## src/rtl/music_game_pkg.sv

```systemverilog
// Shared definitions for the note-length encoding path.
//   - Length codes as stored in the game's note tables, with their beat-unit values.
//   - Quantiser thresholds: counts at or above these snap to the 4- and 12-unit codes.
//   - State type for the note_length_encoder FSM.
package music_game_pkg;

    localparam logic [2:0] LEN_CODE_U2  = 3'd0;
    localparam logic [2:0] LEN_CODE_U1  = 3'd1;
    localparam logic [2:0] LEN_CODE_U3  = 3'd2;
    localparam logic [2:0] LEN_CODE_U4  = 3'd3;
    localparam logic [2:0] LEN_CODE_U12 = 3'd4;

    localparam int unsigned LEN_UNITS_U1  = 1;
    localparam int unsigned LEN_UNITS_U2  = 2;
    localparam int unsigned LEN_UNITS_U3  = 3;
    localparam int unsigned LEN_UNITS_U4  = 4;
    localparam int unsigned LEN_UNITS_U12 = 12;

    // 8 is equidistant from 4 and 12; ties round up to the longer note.
    localparam int unsigned QUANT_THR_U4  = 4;
    localparam int unsigned QUANT_THR_U12 = 8;

    typedef enum logic [1:0] {
        StIdle,
        StHold,
        StEmit,
        StWaitRel
    } note_state_e;

endpackage

```

## src/rtl/length_quantizer.sv

```systemverilog
// Combinational count-to-length-code quantiser, shared by the note and rest paths.
// Ports:
//   count_i  measured length in beat units
//   code_o   nearest legal length code (0 and 1 units both map to the 1-unit code)
module length_quantizer
    import music_game_pkg::*;
#(
    parameter int unsigned CNT_W = 5
) (
    input  logic [CNT_W-1:0] count_i,
    output logic [2:0]       code_o
);

    logic [31:0] count_ext;

    assign count_ext = 32'(count_i);

    always_comb begin
        code_o = LEN_CODE_U1;
        if (count_ext >= QUANT_THR_U12) begin
            code_o = LEN_CODE_U12;
        end else if (count_ext >= QUANT_THR_U4) begin
            code_o = LEN_CODE_U4;
        end else if (count_ext == LEN_UNITS_U3) begin
            code_o = LEN_CODE_U3;
        end else if (count_ext == LEN_UNITS_U2) begin
            code_o = LEN_CODE_U2;
        end
    end

endmodule

```

## src/rtl/note_length_encoder.sv

```systemverilog
// Measures key hold time in beat ticks and emits the quantised 3-bit note length code.
// Optional rest measurement is enabled by defining NOTE_LENGTH_REST_EN.
// Ports:
//   clk, rst     clock and synchronous active-high reset
//   beat_tick    one-cycle pulse per length unit
//   key_in       debounced key level, 1 = pressed
//   length_code  last emitted code, held between emissions
//   code_valid   one-cycle pulse when length_code is updated
//   overflow     with code_valid: the measurement hit MAX_UNITS
//   note_active  a press is being measured
//   is_rest      last emitted code describes a rest (0 when rests are disabled)
module note_length_encoder
    import music_game_pkg::*;
#(
    parameter int unsigned CNT_W     = 5,
    parameter int unsigned MAX_UNITS = 16
) (
    input  logic       clk,
    input  logic       rst,
    input  logic       beat_tick,
    input  logic       key_in,
    output logic [2:0] length_code,
    output logic       code_valid,
    output logic       overflow,
    output logic       note_active,
    output logic       is_rest
);

    localparam logic [CNT_W:0] MAX_CNT = (CNT_W + 1)'(MAX_UNITS);

    note_state_e      state_q, state_d;
    logic [CNT_W-1:0] cnt_q, cnt_d;
    logic [2:0]       code_q, code_d;
    logic             ovf_q, ovf_d;
    logic [2:0]       quant_code;
    logic [CNT_W:0]   cnt_inc;
    logic [CNT_W-1:0] cnt_sat;
    logic             emit_is_rest;

    length_quantizer #(
        .CNT_W (CNT_W)
    ) u_quant (
        .count_i (cnt_q),
        .code_o  (quant_code)
    );

    assign cnt_inc = {1'b0, cnt_q} + 1'b1;
    assign cnt_sat = (&cnt_q) ? cnt_q : cnt_q + 1'b1;

`ifdef NOTE_LENGTH_REST_EN
    logic rest_q, rest_d;
    // Set once a rest has been force-emitted so the same gap is not counted again.
    logic rest_done_q, rest_done_d;

    assign emit_is_rest = rest_q;
    assign is_rest      = rest_q;
`else
    assign emit_is_rest = 1'b0;
    assign is_rest      = 1'b0;
`endif

    always_comb begin
        state_d = state_q;
        cnt_d   = cnt_q;
        code_d  = code_q;
        ovf_d   = ovf_q;
`ifdef NOTE_LENGTH_REST_EN
        rest_d      = rest_q;
        rest_done_d = rest_done_q;
`endif
        unique case (state_q)
            StIdle: begin
`ifdef NOTE_LENGTH_REST_EN
                if (key_in) begin
                    cnt_d       = '0;
                    rest_done_d = 1'b0;
                    if (!rest_done_q && (cnt_q != '0)) begin
                        // Report the gap first; the note is measured from the next cycle.
                        code_d  = quant_code;
                        ovf_d   = 1'b0;
                        rest_d  = 1'b1;
                        state_d = StEmit;
                    end else begin
                        state_d = StHold;
                    end
                end else if (beat_tick && !rest_done_q) begin
                    if (cnt_inc == MAX_CNT) begin
                        code_d      = LEN_CODE_U12;
                        ovf_d       = 1'b1;
                        rest_d      = 1'b1;
                        rest_done_d = 1'b1;
                        state_d     = StEmit;
                    end else begin
                        cnt_d = cnt_sat;
                    end
                end
`else
                if (key_in) begin
                    cnt_d   = '0;
                    state_d = StHold;
                end
`endif
            end
            StHold: begin
                if (!key_in) begin
                    code_d  = quant_code;
                    ovf_d   = 1'b0;
                    cnt_d   = '0;
                    state_d = StEmit;
`ifdef NOTE_LENGTH_REST_EN
                    rest_d = 1'b0;
`endif
                end else if (beat_tick) begin
                    if (cnt_inc == MAX_CNT) begin
                        code_d  = LEN_CODE_U12;
                        ovf_d   = 1'b1;
                        cnt_d   = '0;
                        state_d = StEmit;
`ifdef NOTE_LENGTH_REST_EN
                        rest_d = 1'b0;
`endif
                    end else begin
                        cnt_d = cnt_sat;
                    end
                end
            end
            StEmit: begin
                if (emit_is_rest && !ovf_q) begin
                    // Rest emitted on a press: the key is already down, start the note.
                    state_d = StHold;
                end else if (ovf_q && !emit_is_rest && key_in) begin
                    state_d = StWaitRel;
                end else begin
                    state_d = StIdle;
                end
            end
            StWaitRel: begin
                if (!key_in) begin
                    cnt_d   = '0;
                    state_d = StIdle;
                end
            end
            default: state_d = StIdle;
        endcase
    end

    always_ff @(posedge clk) begin
        if (rst) begin
            state_q <= StIdle;
            cnt_q   <= '0;
            code_q  <= '0;
            ovf_q   <= 1'b0;
        end else begin
            state_q <= state_d;
            cnt_q   <= cnt_d;
            code_q  <= code_d;
            ovf_q   <= ovf_d;
        end
    end

`ifdef NOTE_LENGTH_REST_EN
    always_ff @(posedge clk) begin
        if (rst) begin
            rest_q      <= 1'b0;
            rest_done_q <= 1'b0;
        end else begin
            rest_q      <= rest_d;
            rest_done_q <= rest_done_d;
        end
    end
`endif

    assign length_code = code_q;
    assign code_valid  = (state_q == StEmit);
    assign overflow    = (state_q == StEmit) && ovf_q;
    assign note_active = (state_q == StHold);

endmodule

```

## config.mk

```make
export PLATFORM = sky130hd
export DESIGN_NAME = note_length_encoder
export DESIGN_NICKNAME = d
export VERILOG_FILES = /design/src/rtl/music_game_pkg.sv /design/src/rtl/length_quantizer.sv /design/src/rtl/note_length_encoder.sv
export SDC_FILE = /design/constraint.sdc
export NUM_CORES = 1
export LEC_CHECK = 0
export CAP_MARGIN = 20
export CORE_MARGIN = 1.5
export CORE_UTILIZATION = 40
export DETAILED_ROUTE_END_ITERATION = 8
export DONT_BUFFER_PORTS = 1
export PLACE_DENSITY = 0.61
export SLEW_MARGIN = 20
export SYNTH_ARGS = -nofsm -noshare
export SYNTH_HDL_FRONTEND = slang
export SYNTH_SLANG_ARGS = --single-unit
```

## constraint.sdc

```tcl
create_clock -name clk -period 6.36 [get_ports clk]
set_clock_uncertainty 0.1 [all_clocks]
set_input_delay 0.636 -clock clk [delete_from_list [all_inputs] [get_ports clk]]
set_output_delay 0.636 -clock clk [all_outputs]
set_load 0.01 [all_outputs]
```

# Yosys cells after proc, flatten, opt, wreduce, memory -nomap -nowiden
# Index checks and enable logic that the tools add are counted.
# Widths: inputs -> output; s select.
[word_totals]
reg_bits = 11
word_cells = 53
[classes]
mux = 24
n_lt_le_gt_ge = 2
reduce_logical = 8
add_sub_neg = 2
eq_ne = 13
[ops]
columns = ["operator", "count"]
rows = [
  ["$mux 5", 6],
  ["$mux 3", 6],
  ["$pmux 5 s3", 1],
  ["$mux 2", 6],
  ["$eq 5x2->1 const B", 2],
  ["$reduce_and 5->1", 2],
  ["$pmux 2 s4", 1],
  ["$add 5x1->6 const B", 1],
  ["$eq 6x5->1 const B", 1],
  ["$ne 2x2->1 const B", 3],
  ["$add 5x1->5 const B", 1],
  ["$ge 5x3->1 const B", 1],
  ["$ge 5x4->1 const B", 1],
  ["$eq 2x2->1 const B", 2],
  ["$mux 1", 4],
  ["$ne 4x3->1 const B", 1],
  ["$reduce_and 4->1", 1],
  ["$ne 3x2->1 const B", 1],
  ["$ne 3x3->1 const B", 1],
  ["$reduce_and 3->1", 1],
  ["$reduce_bool 3->1", 1],
  ["$eq 2x1->1 const B", 1],
  ["$logic_and 1x1->1", 2],
  ["$logic_not 2->1", 1],
  ["$ne 2x1->1 const B", 1],
]

# Longest topological paths before layout
[depth]
word_depth = 6
depth_mapped = 8

# Cells and area by module
# Synthesis repeated with hierarchy kept, for this count alone.
[hier_totals]
cells_unflattened = 84
hier_area_um2 = 728.2
[by_module_without_submodules]
columns = ["module", "seq_area_each_um2", "n_inst", "area_each_um2", "cells_per_inst"]
rows = [
  ["note_length_encoder", 220.2, 1, 698.2, 79],
  ["length_quantizer", 0.0, 1, 30.0, 5],
]

# Least setup slack after synthesis
# OpenSTA, ideal clock, no wires.
[synth_path]
path_kind = "reg-to-reg"
start = "register cnt_q[0]"
end = "register cnt_q[3]"
path_buffers = 0
period_less_slack_ns = 2.226
path_stages_with_launch = 9
arrival_ns = 2.056
required_ns = 6.189
path_slack_ns = 4.134
path_cell_list = "dfxtp_1 -> ha_1 -> and3_1 -> ha_1 -> nand3_1 -> a21oi_4 -> o211ai_4 -> or4_1 -> a21oi_1"
[synth_via]
elab_chain_len = 6
elab_cells_between_ends = 11
[synth_lines]
columns = ["item", "line_no", "source"]
rows = [
  ["from (decl)", "note_length_encoder.sv:32", "logic [CNT_W-1:0] cnt_q, cnt_d;"],
  ["from (signal assigned)", "note_length_encoder.sv:155", "cnt_q <= cnt_d;"],
  ["$add 5x1->6 / $add 5x1->5 (equally long branches)", "note_length_encoder.sv:47, note_length_encoder.sv:48", ""],
  ["$eq 6x5->1 / $mux 5 (equally long branches)", "note_length_encoder.sv:114, note_length_encoder.sv:48", ""],
  ["$mux 5", "note_length_encoder.sv:114", "if (cnt_inc == MAX_CNT) begin"],
  ["$mux 5", "note_length_encoder.sv:113", "end else if (beat_tick) begin"],
  ["$mux 5", "note_length_encoder.sv:105", "if (!key_in) begin"],
  ["$pmux 5 s3", "note_length_encoder.sv:71", "unique case (state_q)"],
]
# Parallel ways exist; a longest one is shown, timed or not. The select of a mux whose other input is x is not followed.
# A chain may end at the register's enable or synchronous reset.

# Worst setup path in the final report
# Same ends and word-level chain as after synthesis.

==> impl_metrics.tcl <==
set metrics [dict create \
    routabilityCongestion 0.8117 \
    grt_pass1_wl_mm 2.373 \
    area_growth_pct 3.249 \
    yosys_warnings 0 \
    max_slew_violation_count 0 \
    antenna-diode-count 0 \
    buffer_ports.inserted 0 \
    antenna_found_initial 0 \
    cts.clk_slew.worst_paths_ps 80 \
    design.die.area_um2 1992 \
    post-synth-top-area-cell "dfxtp_1" \
    io-pin-count 11 \
    nNetsFinal 90 \
    criticalPathCategory "reg2reg" \
    setup_viol 0 \
    timing.critical_path.mode_cell "ha_1" \
    number_of_placement_rows 14 \
    drc_errors 0 \
    drt_pass1_iterations 4 \
    timing.critical_path.fanout_max 9 \
    ctsResizeCount 0 \
    synthTopCellsByArea "dfxtp_1 (32%), o21ai_0 (5.8%), ha_1 (5.4%)" \
    yosysTopAreaCellShare_pct 31.77 \
    sequential_area_share_after_synthesis_pct 31.77 \
    overflow 0 \
    drt-total-wl_mm 1.404 \
    layout-drive-gt1-share_pct 14.63 \
    ctsLongestPathBuffers 2 \
    postSynthNetCount 89 \
    critical-path-slowest-cell "or4_1" \
    max-vdd-ir-drop_v 0.0001013 \
    finalCritPeriodShare_pct 37.57 \
    synth_enable_flop_cells 0 \
    grt_setup_unrepaired "no" \
    tritoncts_clock_tree "built" \
    via_per_inst 5.735 \
    syn_area_um2 693.2 \
    mapped_cells 82 \
    max_freq_mhz 418.6 \
    r2r_start "cnt_q[0]" \
    p_per_area_nw_per_um2 213.5 \
    finalSetupTns_ps 0 \
    synth.most_common_cell "dfxtp_1" \
    timing.critical_path.slowest_cell_delay_ps 480 \
    drtAntennaViolNets 0 \
    max-cap-violations 0 \
    timing.hold.worst.start "rst" \
    grt.met1_usage_pct 18.81 \
    drt_iter0_drc 5 \
    yosys.cell_types.count 39 \
    dominantRegCellSynth "dfxtp_1" \
    cts-htree-levels 1 \
    postSynthAreaPerCell_um2 8.453 \
    reg2reg_setup_slack_ps 3970 \
    status "complete, no violations" \
    chipWidth_um 44.63 \
    reg2reg_to "cnt_q[3]" \
    holdCritPathClass "in2reg" \
    top_cells_by_count_synth "dfxtp_1 (11), nor2_1 (8), o21ai_0 (8)" \
    grt_start_max_net_pins 14 \
    cts_hold_buf 0 \
    cts_made_buffers 3 \
    wl_per_cell_um 14.33 \
    cts_post_setup_buffers_inserted 0 \
    min_path_cells 1 \
    crit_path_end_kind "flop" \
    reg2reg_depth 8 \
    first_global_vias 522 \
    timing.critical_path.arrival_ps 2500 \
    leakagePower_nw 0.2554 \
    synth.ff_latch_count 11 \
    hold_end "cnt_q[0]" \
    critical_path_required_time_ps 6470 \
    fin_cells 98 \
    dp.cells 94 \
    cts_sinks 11 \
    chipHeight_um 44.63 \
    clock_tree.root_cell "clkbuf_4" \
    crit_path_cell_trace "ha_1, and3_1, ha_1, nand3_1, a21oi_4, o211ai_4, or4_1, a21oi_1" \
    core_area_um2 1559 \
    grt_util_met3_pct 8.571 \
    grt_most_used_layer "met2" \
    grt_util_all_layers_pct 17.09 \
    worstSetupStartpointType "flop" \
    clock_latency_ps 270 \
    start_util_pct 44.46 \
    async_flop_share_pct 0 \
    finalHoldViolations 0 \
    total_via_count_in_the_routed_design 562 \
    detailed_place_hpwl_mm 1.033 \
    grt_util_met2_pct 27.54 \
    post-route-min-period_ps 2389 \
]
-- stage by stage --
stage	total power [mW]	utilization, %	hold WS [ps]	setup WS [ps]	area, um^2
after floorplan	0.1036	-	357.1	4134	693.2
after detailed placement	0.1054	44.22	400.3	3992	689.4
after CTS	0.1553	45.91	309.2	3973	715.7
after global routing	0.1634	45.91	294.5	3846	715.7
after global placement	0.1049	44.22	386.7	4004	689.4
final	0.1528	45.91	319.0	3971	715.7
-- registers in the layout, summed over array words and instances, names as in the netlist --
name / count
cnt_q: 5
length_code: 3
ovf_q: 1
state_q: 2
-- layout by cell type, fill, tap and decap left out, types with 2 or more instances in the layout --
cell type,netlist,layout
o21ai_0,8,8
or3_1,2,2
nor2_1,8,8
nand2_1,3,3
clkbuf_4,0,3
nor2b_1,4,4
a31oi_1,2,2
and3_1,2,2
dfxtp_1,11,11
nand3_1,2,2
a21oi_1,6,6
ha_1,3,3
inv_1,3,3
-- critical path: cells and delay by family, from the launching register on --
| family | cells | cell delay [ps] |
|---|---|---|
| and+or+nand+nor | 3 | 810 |
| adders and majority gates | 2 | 580 |
| AOI/OAI and AO/OA | 3 | 480 |
| DFF | 1 | 370 |
-- logic make-up (layout without fill, tap and decap cells) --
family / after synthesis / count (layout) / synth area share (%)
buffers and inverters: 8 / 8 / 6.316
and+or+nand+nor: 32 / 32 / 26.54
other: 1 / 1 / 0.5410
adders and majority gates: 3 / 3 / 5.416
DFF: 11 / 11 / 31.77
muxes: 1 / 1 / 1.444
AOI/OAI and AO/OA: 26 / 26 / 27.98
-- layer usage --
metal	vias up	wire length [um]
li1	291	-
met1	261	629
met2	8	678
met3	2	77
met4	0	18
met5	-	0
-- area by class of cell --
cell class / count / area [um^2]
flip-flops and latches: 11 / 220.2
clock buffers: 4 / 26.28
multi-input cells: 63 / 429.2
inverters: 4 / 20.02
well taps: 16 / 20.02
fillers: 151 / 843.3
-- power by group --
part / switching [mW] / leakage (nW) / total (mW) / internal, mW
registers: 0.00574 / 0.0893 / 0.0778 / 0.0720
logic: 0.0147 / 0.151 / 0.0259 / 0.0112
clock network: 0.0248 / 0.0150 / 0.0491 / 0.0243
total: 0.0452 / 0.255 / 0.153 / 0.108
-- how the worst max path moves through the flow --
stage               end      from  depth (start not counted)  slack [ps]
4_1_cts        cnt_q[3]  cnt_q[0]                          8        3970
2_1_floorplan  cnt_q[3]  cnt_q[0]                          8        4130
5_1_grt        cnt_q[3]  cnt_q[0]                          8        3850
6_report       cnt_q[3]  cnt_q[0]                          8        3970
3_3_place_gp   cnt_q[3]  cnt_q[0]                          8        4000
3_5_place_dp   cnt_q[3]  cnt_q[0]                          8        3990
Note: power is estimated with default switching activity, not from simulation.
